[config.mk]
export PLATFORM = sky130hd
export DESIGN_NAME = reg_write_arb
export DESIGN_NICKNAME = d
export VERILOG_FILES = /design/src/rtl/reg_write_arb_pkg.sv /design/src/rtl/reg_write_arb_rr_arb2.sv /design/src/rtl/reg_write_arb.sv
export SDC_FILE = /design/constraint.sdc
export NUM_CORES = 1
export LEC_CHECK = 0
export CORE_ASPECT_RATIO = 1.4
export CORE_MARGIN = 4
export CORE_UTILIZATION = 30
export DETAILED_ROUTE_END_ITERATION = 16
export PLACE_DENSITY = 0.62
export SYNTH_ARGS = -nofsm -noshare
export SYNTH_HDL_FRONTEND = slang
export SYNTH_HIERARCHICAL = 1
export SYNTH_SLANG_ARGS = --single-unit
[constraint.sdc]
create_clock -name clock_in -period 3.23 [get_ports clock_in]
set_input_delay 0.4845 -clock clock_in [delete_from_list [all_inputs] [get_ports clock_in]]
set_output_delay 0.4845 -clock clock_in [all_outputs]
set_load 0.01 [all_outputs]
[src/rtl/reg_write_arb_pkg.sv]
// Shared types for the two-requester register write arbiter: FSM state
// encoding, requester ids and the fixed address width.
package reg_write_arb_pkg;

  localparam int AW = 2;

  typedef enum logic [1:0] {
    IDLE    = 2'd0,
    WRITE   = 2'd1,
    RELEASE = 2'd2
  } state_t;

  typedef enum logic {
    REQ_A = 1'b0,
    REQ_B = 1'b1
  } req_id_t;

  function automatic req_id_t other_req(input req_id_t id);
    return (id == REQ_A) ? REQ_B : REQ_A;
  endfunction

endpackage

[src/rtl/reg_write_arb_rr_arb2.sv]
// Two-way round-robin decision: a lone requester wins outright, a tie goes
// to whichever requester was not granted last. Purely combinational.
module rr_arb2
  import reg_write_arb_pkg::*;
(
  input  logic    req_a_in,
  input  logic    req_b_in,
  input  req_id_t last_grant_in,
  output logic    valid_out,
  output req_id_t winner_out
);

  always_comb begin
    valid_out  = req_a_in | req_b_in;
    winner_out = REQ_A;
    if (req_a_in && req_b_in) begin
      winner_out = other_req(last_grant_in);
    end else if (req_b_in) begin
      winner_out = REQ_B;
    end
  end

endmodule

[src/rtl/reg_write_arb.sv]
// Arbitrates write requests from two requesters onto a bank of target
// registers: one-hot set strobe plus broadcast data, one write at a time.
module reg_write_arb
  import reg_write_arb_pkg::*;
#(
  parameter int DATA_WIDTH = 4,
  parameter int NUM_REGS   = 4
) (
  input  logic                  clock_in,
  input  logic                  reset_in,
  input  logic                  req_a_in,
  input  logic                  req_b_in,
  input  logic [AW-1:0]         addr_a_in,
  input  logic [AW-1:0]         addr_b_in,
  input  logic [DATA_WIDTH-1:0] data_a_in,
  input  logic [DATA_WIDTH-1:0] data_b_in,
  output logic                  ack_a_out,
  output logic                  ack_b_out,
  output logic [NUM_REGS-1:0]   set_out,
  output logic [DATA_WIDTH-1:0] wr_data_out,
  output logic                  busy_out,
  output logic [7:0]            wr_count_out
);

  state_t                state_q, state_d;
  req_id_t               winner_q, winner_d;
  req_id_t               last_grant_q, last_grant_d;
  logic [NUM_REGS-1:0]   set_q, set_d;
  logic                  ack_a_q, ack_a_d;
  logic                  ack_b_q, ack_b_d;
  logic [DATA_WIDTH-1:0] wr_data_q, wr_data_d;
  logic [7:0]            wr_count_q, wr_count_d;

  logic                  arb_valid;
  req_id_t               arb_winner;
  logic [AW-1:0]         sel_addr;
  logic [DATA_WIDTH-1:0] sel_data;
  logic [NUM_REGS-1:0]   sel_set;
  logic                  winner_req;

  rr_arb2 u_arb (
    .req_a_in      (req_a_in),
    .req_b_in      (req_b_in),
    .last_grant_in (last_grant_q),
    .valid_out     (arb_valid),
    .winner_out    (arb_winner)
  );

  // Addresses at or beyond NUM_REGS decode to an all-zero strobe.
  always_comb begin
    sel_addr = (arb_winner == REQ_A) ? addr_a_in : addr_b_in;
    sel_data = (arb_winner == REQ_A) ? data_a_in : data_b_in;
    sel_set  = '0;
    for (int i = 0; i < NUM_REGS; i++) begin
      sel_set[i] = (int'(sel_addr) == i);
    end
    winner_req = (winner_q == REQ_A) ? req_a_in : req_b_in;
  end

  always_comb begin
    state_d      = state_q;
    winner_d     = winner_q;
    last_grant_d = last_grant_q;
    set_d        = '0;
    ack_a_d      = 1'b0;
    ack_b_d      = 1'b0;
    wr_data_d    = wr_data_q;
    wr_count_d   = wr_count_q;

    unique case (state_q)
      IDLE: begin
        if (arb_valid) begin
          winner_d     = arb_winner;
          last_grant_d = arb_winner;
          wr_data_d    = sel_data;
          set_d        = sel_set;
          ack_a_d      = (arb_winner == REQ_A);
          ack_b_d      = (arb_winner == REQ_B);
          state_d      = WRITE;
        end
      end
      WRITE: begin
        wr_count_d = wr_count_q + 8'd1;
        state_d    = RELEASE;
      end
      RELEASE: begin
        if (!winner_req) begin
          state_d = IDLE;
        end
      end
      default: begin
        state_d = IDLE;
      end
    endcase
  end

  // Strobe and ack are loaded on the capture edge so they are live
  // exactly for the WRITE cycle.
  always_ff @(posedge clock_in or posedge reset_in) begin
    if (reset_in) begin
      state_q      <= IDLE;
      winner_q     <= REQ_A;
      last_grant_q <= REQ_B;
      set_q        <= '0;
      ack_a_q      <= 1'b0;
      ack_b_q      <= 1'b0;
      wr_data_q    <= '0;
      wr_count_q   <= 8'd0;
    end else begin
      state_q      <= state_d;
      winner_q     <= winner_d;
      last_grant_q <= last_grant_d;
      set_q        <= set_d;
      ack_a_q      <= ack_a_d;
      ack_b_q      <= ack_b_d;
      wr_data_q    <= wr_data_d;
      wr_count_q   <= wr_count_d;
    end
  end

  assign ack_a_out    = ack_a_q;
  assign ack_b_out    = ack_b_q;
  assign set_out      = set_q;
  assign wr_data_out  = wr_data_q;
  assign wr_count_out = wr_count_q;
  assign busy_out     = (state_q != IDLE);

endmodule

# After elaboration in Yosys (flattened, before gate mapping)
# Cells that the tools add are included.
# op_classes
n_mux	15
n_bitwise	2
n_reduce_logical	6
eq_ne	7
n_addsub	1
# ops
cell	count
two-way mux 4 bit	3
adder 8 x 1 -> 8 bit (second input constant)	1
two-way mux 1 bit	8
equality test 2 bit (second input constant)	3
two-way mux 2 bit	3
case mux 2 bit (3 select lines)	1
equality test 2 x 1 -> 1 bit (second input constant)	2
logical NOT 2 bit	2
inequality test 2 bit (second input constant)	2
AND reduction 2 bit	2
nonzero test 2 bit	1
logical AND 1 bit	1
inverter 1 bit	1
OR 1 bit	1
# totals
reg_bits	22
output_inout_bits	19
in_bits	16
wordCells	39

# Depth between registers and ports, before layout
# Gate-level depths: netlist of run 1.
# logic_depth
word_depth	6
depth_mapped	5
mapped_depth_nobuf	5

# Cells and area by module
# The synthesis of run 1 kept the hierarchy.
# by_module_without_submodules
mod	cells_each	area_each_um2	seq_area_each_um2	instances
reg_write_arb	83	958.4	551.8	1
rr_arb2	2	13.8	0.0	1

# Worst setup path before layout of run 1
# OpenSTA, ideal clock, no wires.
# synth_timing
path_kind	in2reg
start	in req_b_in
end	reg wr_data_q[0] (netlist: wr_data_out[0])
arrival_ns	1.219
setup_time_ns	0.123
path_slack_ns	1.888
stages	4
path_buffers	1
path_cell_list	a21boi_1 -> buf_4 -> mux2i_1 -> a21oi_1
# synth_via
elab_chain_cells	3
word_cells_on_any_way	6
cone_classes	mux (3); bitwise (1); reduce/logical (2)
# synth_rtl
item	line_no	text
start, declared	reg_write_arb.sv:12	input logic req_b_in,
two-way mux 1 bit / logical AND 1 bit (equally long branches)	reg_write_arb_rr_arb2.sv:18, reg_write_arb_rr_arb2.sv:16	
two-way mux 1 bit	reg_write_arb_rr_arb2.sv:16	if (req_a_in && req_b_in) begin
two-way mux 4 bit	reg_write_arb.sv:52	sel_data = (arb_winner == REQ_A) ? data_a_in : data_b_in;
end signal, assigned	reg_write_arb.sv:116	wr_data_q <= wr_data_d;
end, declared	reg_write_arb.sv:31	logic [DATA_WIDTH-1:0] wr_data_q, wr_data_d;
# Several ways; a longest one is shown, not always the timed one.
# A chain may end at the register's enable or synchronous reset.

# Worst setup path after layout of run 1
# layout_timing
start	reg state_q[0]
end	out busy_out
# layout_via
elab_chain_cells	1
# layout_rtl
item	line_no	text
start, declared	reg_write_arb.sv:25	state_t state_q, state_d;
start signal, assigned	reg_write_arb.sv:110	state_q <= state_d;
nonzero test 2 bit	reg_write_arb.sv:126	assign busy_out = (state_q != IDLE);
end, declared	reg_write_arb.sv:21	output logic busy_out,
# No other way between the ends.

==> results of run 1 <==
-- routing by layer --
| layer | GRT usage | wire [um] | vias to the layer above |
|---|---|---|---|
| met2 | 0.176 | 940 | 27 |
| met4 | 0.0475 | 0 | 0 |
| met5 | 0 | 0 | - |
| met1 | 0.117 | 817 | 338 |
| li1 | - | - | 362 |
| met3 | 0.0305 | 172 | 0 |
-- layout make-up --
class	instances	area share
Clock buffer	4	0.0320
Inverter	5	0.0169
Multi-Input combinational cell	57	0.277
Sequential cell	22	0.392
Tap cell	39	0.0347
Timing Repair Buffer	35	0.247
-- worst max-delay path, delay by kind of cell, from the launching register on --
kind	cells	cell delay, ns
buffers and inverters	2	0.54
flip-flops	1	0.42
AND/OR/NAND/NOR	1	0.19
-- synthesized netlist by cell type (2+ instances only) --
library cell,n,area share
nand2_1,4,0.015
xor2_1,4,0.036
nand3b_1,2,0.015
a21o_1,2,0.015
mux2i_1,5,0.051
nor3_2,2,0.021
inv_1,4,0.015
nor2_1,11,0.042
a21oi_1,6,0.031
nand4_1,3,0.019
dfrtp_1,21,0.54
xnor2_1,3,0.027
-- path summary, 6_finish.rpt --
check | from | endpoint | cells after the start
min in group asynchronous | reset_in | wr_count_out[7] | 2
max in group asynchronous | reset_in | wr_data_out[0] | 2
max | state_q[0] | busy_out | 3
max reg2reg | last_grant_q | set_out[2] | 5
min | wr_count_out[7] | wr_count_out[7] | 1
min reg2reg | wr_count_out[7] | wr_count_out[7] | 1
-- stage by stage --
step / hold slack [ns] / instances / area (sq um)
after floorplan: 0.472 / 85 / 972
after global placement: 0.466 / 158 / 1360
after detailed placement: 0.465 / 158 / 1360
after CTS: 0.476 / 162 / 1410
after global routing: 0.512 / 162 / 1410
final: 0.470 / 162 / 1410
-- flip-flops by register name, summed over array words and instances (netlist names) --
register / cells
set_out: 4
winner_q: 1
state_q: 2
ack_a_out: 1
ack_b_out: 1
last_grant_q: 1
wr_data_out: 4
wr_count_out: 8
-- power by group --
| group | internal [mW] | switching, mW | total (mW) |
|---|---|---|---|
| registers | 0.378 | 0.0835 | 0.461 |
| logic | 0.261 | 0.213 | 0.474 |
| clock network | 0.0878 | 0.0833 | 0.171 |
-- kinds of logic (layout without fill, tap and decap cells) --
logic type,count (synthesis),count (layout),share of synthesized area
xor+xnor,7,7,0.0631
simple gates,31,31,0.180
buf+inv,6,44,0.0322
mux,6,6,0.0631
fa+ha+maj,1,1,0.0129
compound gates,12,12,0.0811
flops,22,22,0.568
==> qor.csv, run 1 <==
metric,value,unit
power_density,787,nW/um^2
vias,727,
slew_violations,0,
post_cts_resized,0,
wl,1930,um
setup_viol,0,
grtUsageTotal,0.102,
die-width,56.1,um
clock_path_buffers,2,
async_flop_share,1.00,
finalPower,1.11,mW
rsz0062_at_grt,no,
clkLatencyLatePin,0.26,ns
period_share,0.584,
wire_per_inst,11.9,um
syn_area,972,sq um
yosys_warnings,6,
place_ws,1.14,ns
ctsHtreeMaxLevel,1,
yosysUniqueCellTypes,30,
dieArea,4230,sq um
post_drt_via_cell_ratio,4.49,
start_util,0.311,
status,completed,
multi_input_area,389,sq um
start_kind,flip-flop,
synth-edff-count,0,
clkTransAtPathRegs,0.08,ns
utilization,0.450,
final_cell_mix,"clkdlybuf4s50_1 (34), dfrtp_1 (21), nor2_1 (11)",
ff_latch_area,552,sq um
nNetsFinal,141,
p_leak,0.623,nW
core_area,3120,sq um
tns,0,ns
ios,35,
syn_area_per_cell,11.4,sq um
drt-initial-drc-count,14,
cts-root-buf,clkbuf_8,
cp_cell_sequence,"nor2_2, inv_1, clkdlybuf4s50_1",
crit_slowest_cell,clkdlybuf4s50_1,
worst_pin_slew,0.808,ns
crit_fanout,4,
drtAntennaViolNets,0,
cts_hold_buffers,0,
antenna_found_initial,0,
hold_viol,0,
endpoint_kind,output port,
finalCriticalPeriod,1.89,ns
drive_above_1_share,0.0976,
peakVddDrop,0.000377,V
reg2reg_slack,1.79,ns
fin_skew,0.00139,ns
grt_overflow,0,
drv_cap,0,
slowest_delay,0.48,ns
cp.required,2.75,ns
crit_type,reg -> out,
cts.sinks,22,
n_fill_cell,317,
post-route-drc-count,0,
seq_area_frac_synth,0.568,
layout_setup_ws,1.34,ns
numPortBuffers,34,
routabilityCongestion,0.681,
cts_made_buffers,3,
syn2layout_area_growth,44.7,%
cts_tree,built,
core.rowCount,24,
grt_pass1_vias,754,
critPathArrivalTime,1.40,ns
synthCells,85,
hold_path.class,reg -> reg,
cts_setup_buffers,0,
max_freq,530,MHz
grt_pass1_wl,3340,um
dr.pass1.iters,4,
dpl.hpwl,1510,um
grt_start_max_net_pins,23,
layout_commonest_cell,clkdlybuf4s50_1,
synthFlopType,dfrtp_1,
die_y,75.4,um
ys_seq_elements,22,
maxSlewHeadroom,0.460,
insertedDiodeCount,0,
synth_nets,102,
No activity file was read; power rests on OpenSTA's default activity.
==> run 2: changes to the inputs <==
==> constraint.sdc (replaced) <==
create_clock -name clock_in -period 1.8 [get_ports clock_in]
set_input_delay 0.27 -clock clock_in [delete_from_list [all_inputs] [get_ports clock_in]]
set_output_delay 0.27 -clock clock_in [all_outputs]
set_load 0.01 [all_outputs]
==> run 2 against run 1 <==
  * Sequential share of layout area shrank 0.69 points
  * Flip-flop and latch count unchanged
  * Worst hold slack got worse by 0.12 ns
  * Global-route usage fell by 0.54 points
  * Largest power group unchanged
==> qor.csv, run 2 (synthesis results as in run 1) <==
metric,value,unit,change
post_cts_resized,0,,unchanged
multi_input_area,389,sq um,unchanged
p_clk_frac,0.169,,was 0.155
switchingPower,678,uW,was 380 uW
clkTransAtPathRegs,0.08,ns,about the same
core_area,3120,sq um,unchanged
clkLatencyLatePin,0.25,ns,was 0.26 ns
start_util,0.311,,unchanged
cp.required,1.53,ns,was 2.75 ns
wl,1960,um,was 1930 um
rsz0062_at_grt,no,,unchanged
ios,35,,unchanged
grt_overflow,0,,unchanged
power_density,1410,nW/um^2,was 787 nW/um^2
maxSlewHeadroom,0.821,,was 0.460
slew_violations,0,,unchanged
pwr-share-seq,0.408,,was 0.417
status,completed,,unchanged
setup_viol,0,,unchanged
peakVddDrop,0.000724,V,was 0.000377 V
nNetsFinal,143,,was 141
clock_path_buffers,2,,unchanged
routabilityCongestion,0.658,,was 0.681
layout_setup_ws,0.128,ns,was 1.34 ns
hold_viol,0,,unchanged
swShare,0.335,,was 0.343
largest_reg_flops,8,,unchanged
ctsHtreeMaxLevel,1,,unchanged
drt-initial-drc-count,15,,was 14
grt_pass1_vias,791,,was 754
insertedDiodeCount,0,,unchanged
n_fill_cell,320,,was 317
post-route-drc-count,0,,unchanged
cts_made_buffers,3,,unchanged
dpl.hpwl,1590,um,was 1510 um
internal-power,1.35,mW,was 727 uW
die_y,75.4,um,unchanged
worst_pin_slew,0.269,ns,was 0.808 ns
vias,745,,was 727
cts_setup_buffers,0,,unchanged
period_share,0.929,,
fin_skew,0.00155,ns,was 0.00139 ns
dr.pass1.iters,4,,unchanged
finalCriticalPeriod,1.67,ns,
crit_fanout,4,,unchanged
critPathArrivalTime,1.40,ns,about the same
wire_per_inst,11.9,um,about the same
cts-root-buf,clkbuf_8,,unchanged
place_ws,0.210,ns,was 1.14 ns
endpoint_kind,output port,,unchanged
antenna_found_initial,0,,unchanged
cp_cell_sequence,"nor2_2, inv_1, clkdlybuf4s50_1",,unchanged
drtAntennaViolNets,0,,unchanged
tns,0,ns,unchanged
ff_latch_area,552,sq um,unchanged
combPwrFrac,0.423,,was 0.429
syn2layout_area_growth,47.2,%,was 44.7%
final_cell_mix,"clkdlybuf4s50_1 (34), dfrtp_1 (21), nor2_1 (11)",,unchanged
drive_above_1_share,0.120,,was 0.0976
hold_path.class,in -> async,,was reg -> reg
core.rowCount,24,,unchanged
die-width,56.1,um,unchanged
crit_slowest_cell,clkdlybuf4s50_1,,unchanged
drv_cap,0,,unchanged
layout_commonest_cell,clkdlybuf4s50_1,,unchanged
p_leak,0.639,nW,was 0.623 nW
max_freq,598,MHz,
start_kind,flip-flop,,unchanged
post_drt_via_cell_ratio,4.54,,was 4.49
slowest_delay,0.47,ns,was 0.48 ns
grt_pass1_wl,3330,um,was 3340 um
dieArea,4230,sq um,unchanged
cts.sinks,22,,unchanged
crit_type,reg -> out,,unchanged
grtUsageTotal,0.0962,,was 0.102
grt_start_max_net_pins,23,,unchanged
numPortBuffers,34,,unchanged
cts_hold_buffers,0,,unchanged
cts_tree,built,,unchanged
run 2: power by group through the flow:
| stage | Combinational, mW | Clock (mW) | Sequential [mW] |
|---|---|---|---|
| floorplan | 0.398 | 0 | 0.873 |
| global placement | 0.852 | 0 | 0.835 |
| detailed placement | 0.867 | 0 | 0.837 |
| CTS | 0.872 | 0.354 | 0.832 |
| global route | 0.937 | 0.368 | 0.859 |
| finish | 0.856 | 0.342 | 0.826 |
run 2: final timing paths:
kind	start	to	slack [ns]	cells after the start
worst max-delay path	state_q[0]	busy_out	0.13	3
worst min-delay path	reset_in	set_out[0]	0.35	3
worst max register to register	last_grant_q	set_out[1]	0.49	4
worst min register to register	wr_count_out[7]	wr_count_out[7]	0.47	1
max in group asynchronous	reset_in	last_grant_q	1.18	3
min in group clock_in	wr_count_out[7]	wr_count_out[7]	0.47	1
run 2: area by class of cell:
type                    count  share of cell area
clock buffers               4              0.0385
flip-flops and latches     22               0.385
repair buffers             37               0.253
multi-input cells          57               0.272
inverters                   5              0.0166
well taps                  39              0.0341
run 2: stage by stage:
step                      cell area (sq um)  utilization  instances  hold WS, ns  total power [mW]
after detailed placement               1380        0.441        160        0.460              1.70
after global routing                   1430        0.458        164        0.378              2.16
after floorplan                         972            -         85        0.258              1.27
after global placement                 1380        0.441        160        0.463              1.69
final                                  1430        0.458        164        0.349              2.02
after CTS                              1430        0.458        164        0.362              2.06
run 2: per-layer routing:
metal	track usage	vias to the layer above	wire length, um
li1	-	368	-
met2	0.190	27	982
met4	0.0158	0	0
met1	0.109	350	818
met3	0.0186	0	153
met5	0	-	0
run 2: critical path: cells and delay by family, from the launching register on:
kind                   cells  cell delay, ns
buffers and inverters      2            0.53
DFF                        1            0.42
and+or+nand+nor            1            0.20
==> run 3: changes to the inputs <==
--- a/config.mk
+++ b/config.mk
@@ -12,5 +12,4 @@
 export PLACE_DENSITY = 0.62
 export SYNTH_ARGS = -nofsm -noshare
 export SYNTH_HDL_FRONTEND = slang
-export SYNTH_HIERARCHICAL = 1
 export SYNTH_SLANG_ARGS = --single-unit
==> run 3 against run 2 <==
  * Synthesized cell count decreased by 11%
  * Critical path depth unchanged
  * Sequential share of layout area decreased by 1.1 points
  * Final cell count decreased by 3.7%
  * Synthesized area increased by 0.39%
  * Die area increased by 0.34%
  * Register-to-register slack got worse by 0.19 ns
  * Power increased by 8.0%
  * Largest cell class unchanged
==> qor.csv, run 3 <==
metric,value,unit,change
yosysTopAreaCellShare,0.538,,was 0.541
peakVddDrop,0.000822,V,was 0.000724 V
syn2layout_area_growth,50.9,%,was 47.2%
cp.required,1.53,ns,about the same
async_flop_share,1.00,,unchanged
synthFlopType,dfrtp_1,,unchanged
core.rowCount,24,,unchanged
wl,2020,um,was 1960 um
crit_type,reg -> out,,unchanged
synth-edff-count,0,,unchanged
synth_nets,93,,was 102
grt_start_max_net_pins,23,,unchanged
routabilityCongestion,0.773,,was 0.658
cts_setup_buffers,0,,unchanged
vias,755,,was 745
clkTransAtPathRegs,0.08,ns,about the same
post-route-drc-count,0,,unchanged
hold_ws,0.332,ns,was 0.349 ns
antenna_found_initial,0,,unchanged
core_area,3120,sq um,unchanged
layout_commonest_cell,clkdlybuf4s50_1,,unchanged
yosysUniqueCellTypes,31,,was 30
grt_pass1_vias,799,,was 791
dr.pass1.iters,3,,was 4
dieArea,4240,sq um,was 4230 sq um
synth_commonest_cells,"dfrtp_1 (21), mux2_4 (6), xnor2_1 (6)",,"was dfrtp_1 (21), nor2_1 (11), a21oi_1 (6)"
cts_made_buffers,3,,unchanged
setup_viol,0,,unchanged
power_density,1480,nW/um^2,was 1410 nW/um^2
finalCriticalPeriod,1.68,ns,was 1.67 ns
synthCells,76,,was 85
yosysMostFrequentCell,dfrtp_1,,unchanged
grt_overflow,0,,unchanged
syn_area,976,sq um,was 972 sq um
max_freq,595,MHz,was 598 MHz
insertedDiodeCount,0,,unchanged
hold_viol,0,,unchanged
drtAntennaViolNets,0,,unchanged
ys_seq_elements,22,,unchanged
period_share,0.934,,was 0.929
wire_per_inst,12.8,um,was 11.9 um
syn_area_per_cell,12.8,sq um,was 11.4 sq um
status,completed,,unchanged
dpl.hpwl,1590,um,about the same
largest_reg_flops,8,,unchanged
post_drt_via_cell_ratio,4.78,,was 4.54
worst_pin_slew,0.379,ns,was 0.269 ns
die-width,56.2,um,was 56.1 um
r2r-start,last_grant_q,,unchanged
synth_top_area_cell,dfrtp_1,,unchanged
rr_worst_depth,3,,was 4
slew_violations,0,,unchanged
crit_fanout,5,,was 4
endpoint_kind,output port,,unchanged
drive_above_1_share,0.168,,was 0.120
cts.sinks,22,,unchanged
grt_pass1_wl,3330,um,unchanged
p_leak,0.643,nW,was 0.639 nW
clock_path_buffers,2,,unchanged
cts_tree,built,,unchanged
maxSlewHeadroom,0.746,,was 0.821
seq_area_frac_synth,0.565,,was 0.568
n_fill_cell,319,,was 320
drt-initial-drc-count,13,,was 15
nNetsFinal,137,,was 143
tns,0,ns,unchanged
ios,35,,unchanged
fin_skew,0.00583,ns,was 0.00155 ns
ctsHtreeMaxLevel,1,,unchanged
yosys_warnings,0,,was 6
cp.buffers_inverters,2,,unchanged
drv_cap,0,,unchanged
start_kind,flip-flop,,unchanged
critPathArrivalTime,1.41,ns,was 1.40 ns
netlist_top_cells_area,"dfrtp_1 (54%), mux2_4 (9.2%), xnor2_1 (5.4%)",,"was dfrtp_1 (54%), mux2i_1 (5.1%), nor2_1 (4.2%)"
cp_cell_sequence,"nor2_2, inv_1, clkdlybuf4s50_1",,unchanged
rsz0062_at_grt,no,,unchanged
crit_slowest_cell,clkdlybuf4s50_1,,unchanged
die_y,75.5,um,was 75.4 um
clkLatencyLatePin,0.26,ns,was 0.25 ns
crit_family,buffers and inverters,,unchanged
r2r-end,wr_data_out[1],,was set_out[1]
start_util,0.313,,was 0.311
hold_path.class,in -> async,,unchanged
slowest_delay,0.47,ns,about the same
cts-root-buf,clkbuf_8,,unchanged
grtUsageTotal,0.0991,,was 0.0962
reg2reg_slack,0.30,ns,was 0.49 ns
numPortBuffers,34,,unchanged
final_cell_mix,"clkdlybuf4s50_1 (34), dfrtp_1 (21), xnor2_1 (6), mux2_4 (6), buf_4 (6)",,"was clkdlybuf4s50_1 (34), dfrtp_1 (21), nor2_1 (11)"
==> run 3: cell types whose count changed in the layout (fill, tap and decap cells not counted), moves of 3 or more <==
cell	change
nor2_1	-10
xor2_1	-3
mux2_4	+6
mux2i_1	-4
xnor2_1	+3
buf_4	+3
==> run 3: worst max-delay path by stage <==
stage	slack [ns]	from	to	depth (start not counted)
5_1_grt	0.01	state_q[0]	busy_out	3
2_1_floorplan	0.38	last_grant_q	wr_data_out[0]	4
6_report	0.12	state_q[0]	busy_out	3
4_1_cts	0.03	state_q[0]	busy_out	3
3_5_place_dp	0.05	req_b_in	wr_data_out[1]	4
3_3_place_gp	0.08	req_b_in	wr_data_out[2]	4
==> run 3: layer usage <==
layer,GRT usage,vias to the layer above,part of all wire
li1,-,361,-
met1,0.113,360,0.44
met2,0.176,32,0.49
met3,0.0169,2,0.063
met4,0.0580,0,0.0084
met5,0,-,0
==> run 3: area by class of cell <==
| type | instances | area [sq um] | share of cell area |
|---|---|---|---|
| clock buffer | 3 | 41.3 | 0.0280 |
| clock inverter | 1 | 30.0 | 0.0204 |
| inverter | 3 | 11.3 | 0.00765 |
| multi-input combinational | 50 | 404 | 0.274 |
| sequential | 22 | 552 | 0.375 |
| tap | 39 | 48.8 | 0.0331 |
| timing repair buffer | 40 | 385 | 0.262 |
==> run 3: metrics by stage <==
step / setup slack, ns / area, sq um / power [mW] / util / instances
floorplan: 0.378 / 976 / 1.29 / - / 76
global placement: 0.0841 / 1400 / 1.73 / 0.448 / 154
detailed placement: 0.0529 / 1400 / 1.75 / 0.448 / 154
CTS: 0.0334 / 1470 / 2.21 / 0.471 / 158
global route: 0.0135 / 1470 / 2.33 / 0.472 / 158
finish: 0.119 / 1470 / 2.19 / 0.472 / 158
==> run 3: cell families (layout without fill, tap and decap cells) <==
family | after synthesis | count (layout) | share of synthesized area
simple gates | 21 | 21 | 0.127
fa+ha+maj | 1 | 1 | 0.0128
buf+inv | 4 | 47 | 0.0231
flops | 22 | 22 | 0.565
xor+xnor | 7 | 7 | 0.0628
mux | 8 | 8 | 0.114
compound gates | 13 | 13 | 0.0949
==> run 3: worst register-to-register path: stages, from the launching register on <==
cell and delay (ns):
dfstp_2 0.56, a21bo_1 0.25, mux2_4 0.33, mux2_4 0.25
==> run 3: where the power goes <==
part / switching [mW] / internal [mW]
combinational: 0.347 / 0.538
sequential: 0.166 / 0.685
clock: 0.154 / 0.297
total: 0.667 / 1.52
==> run 3: repair_timing <==
item                       CTS  global route
setup endpoints to repair    0             1
gates resized for setup      0             1
hold buffers                 0             0
hold endpoints to repair     0             0
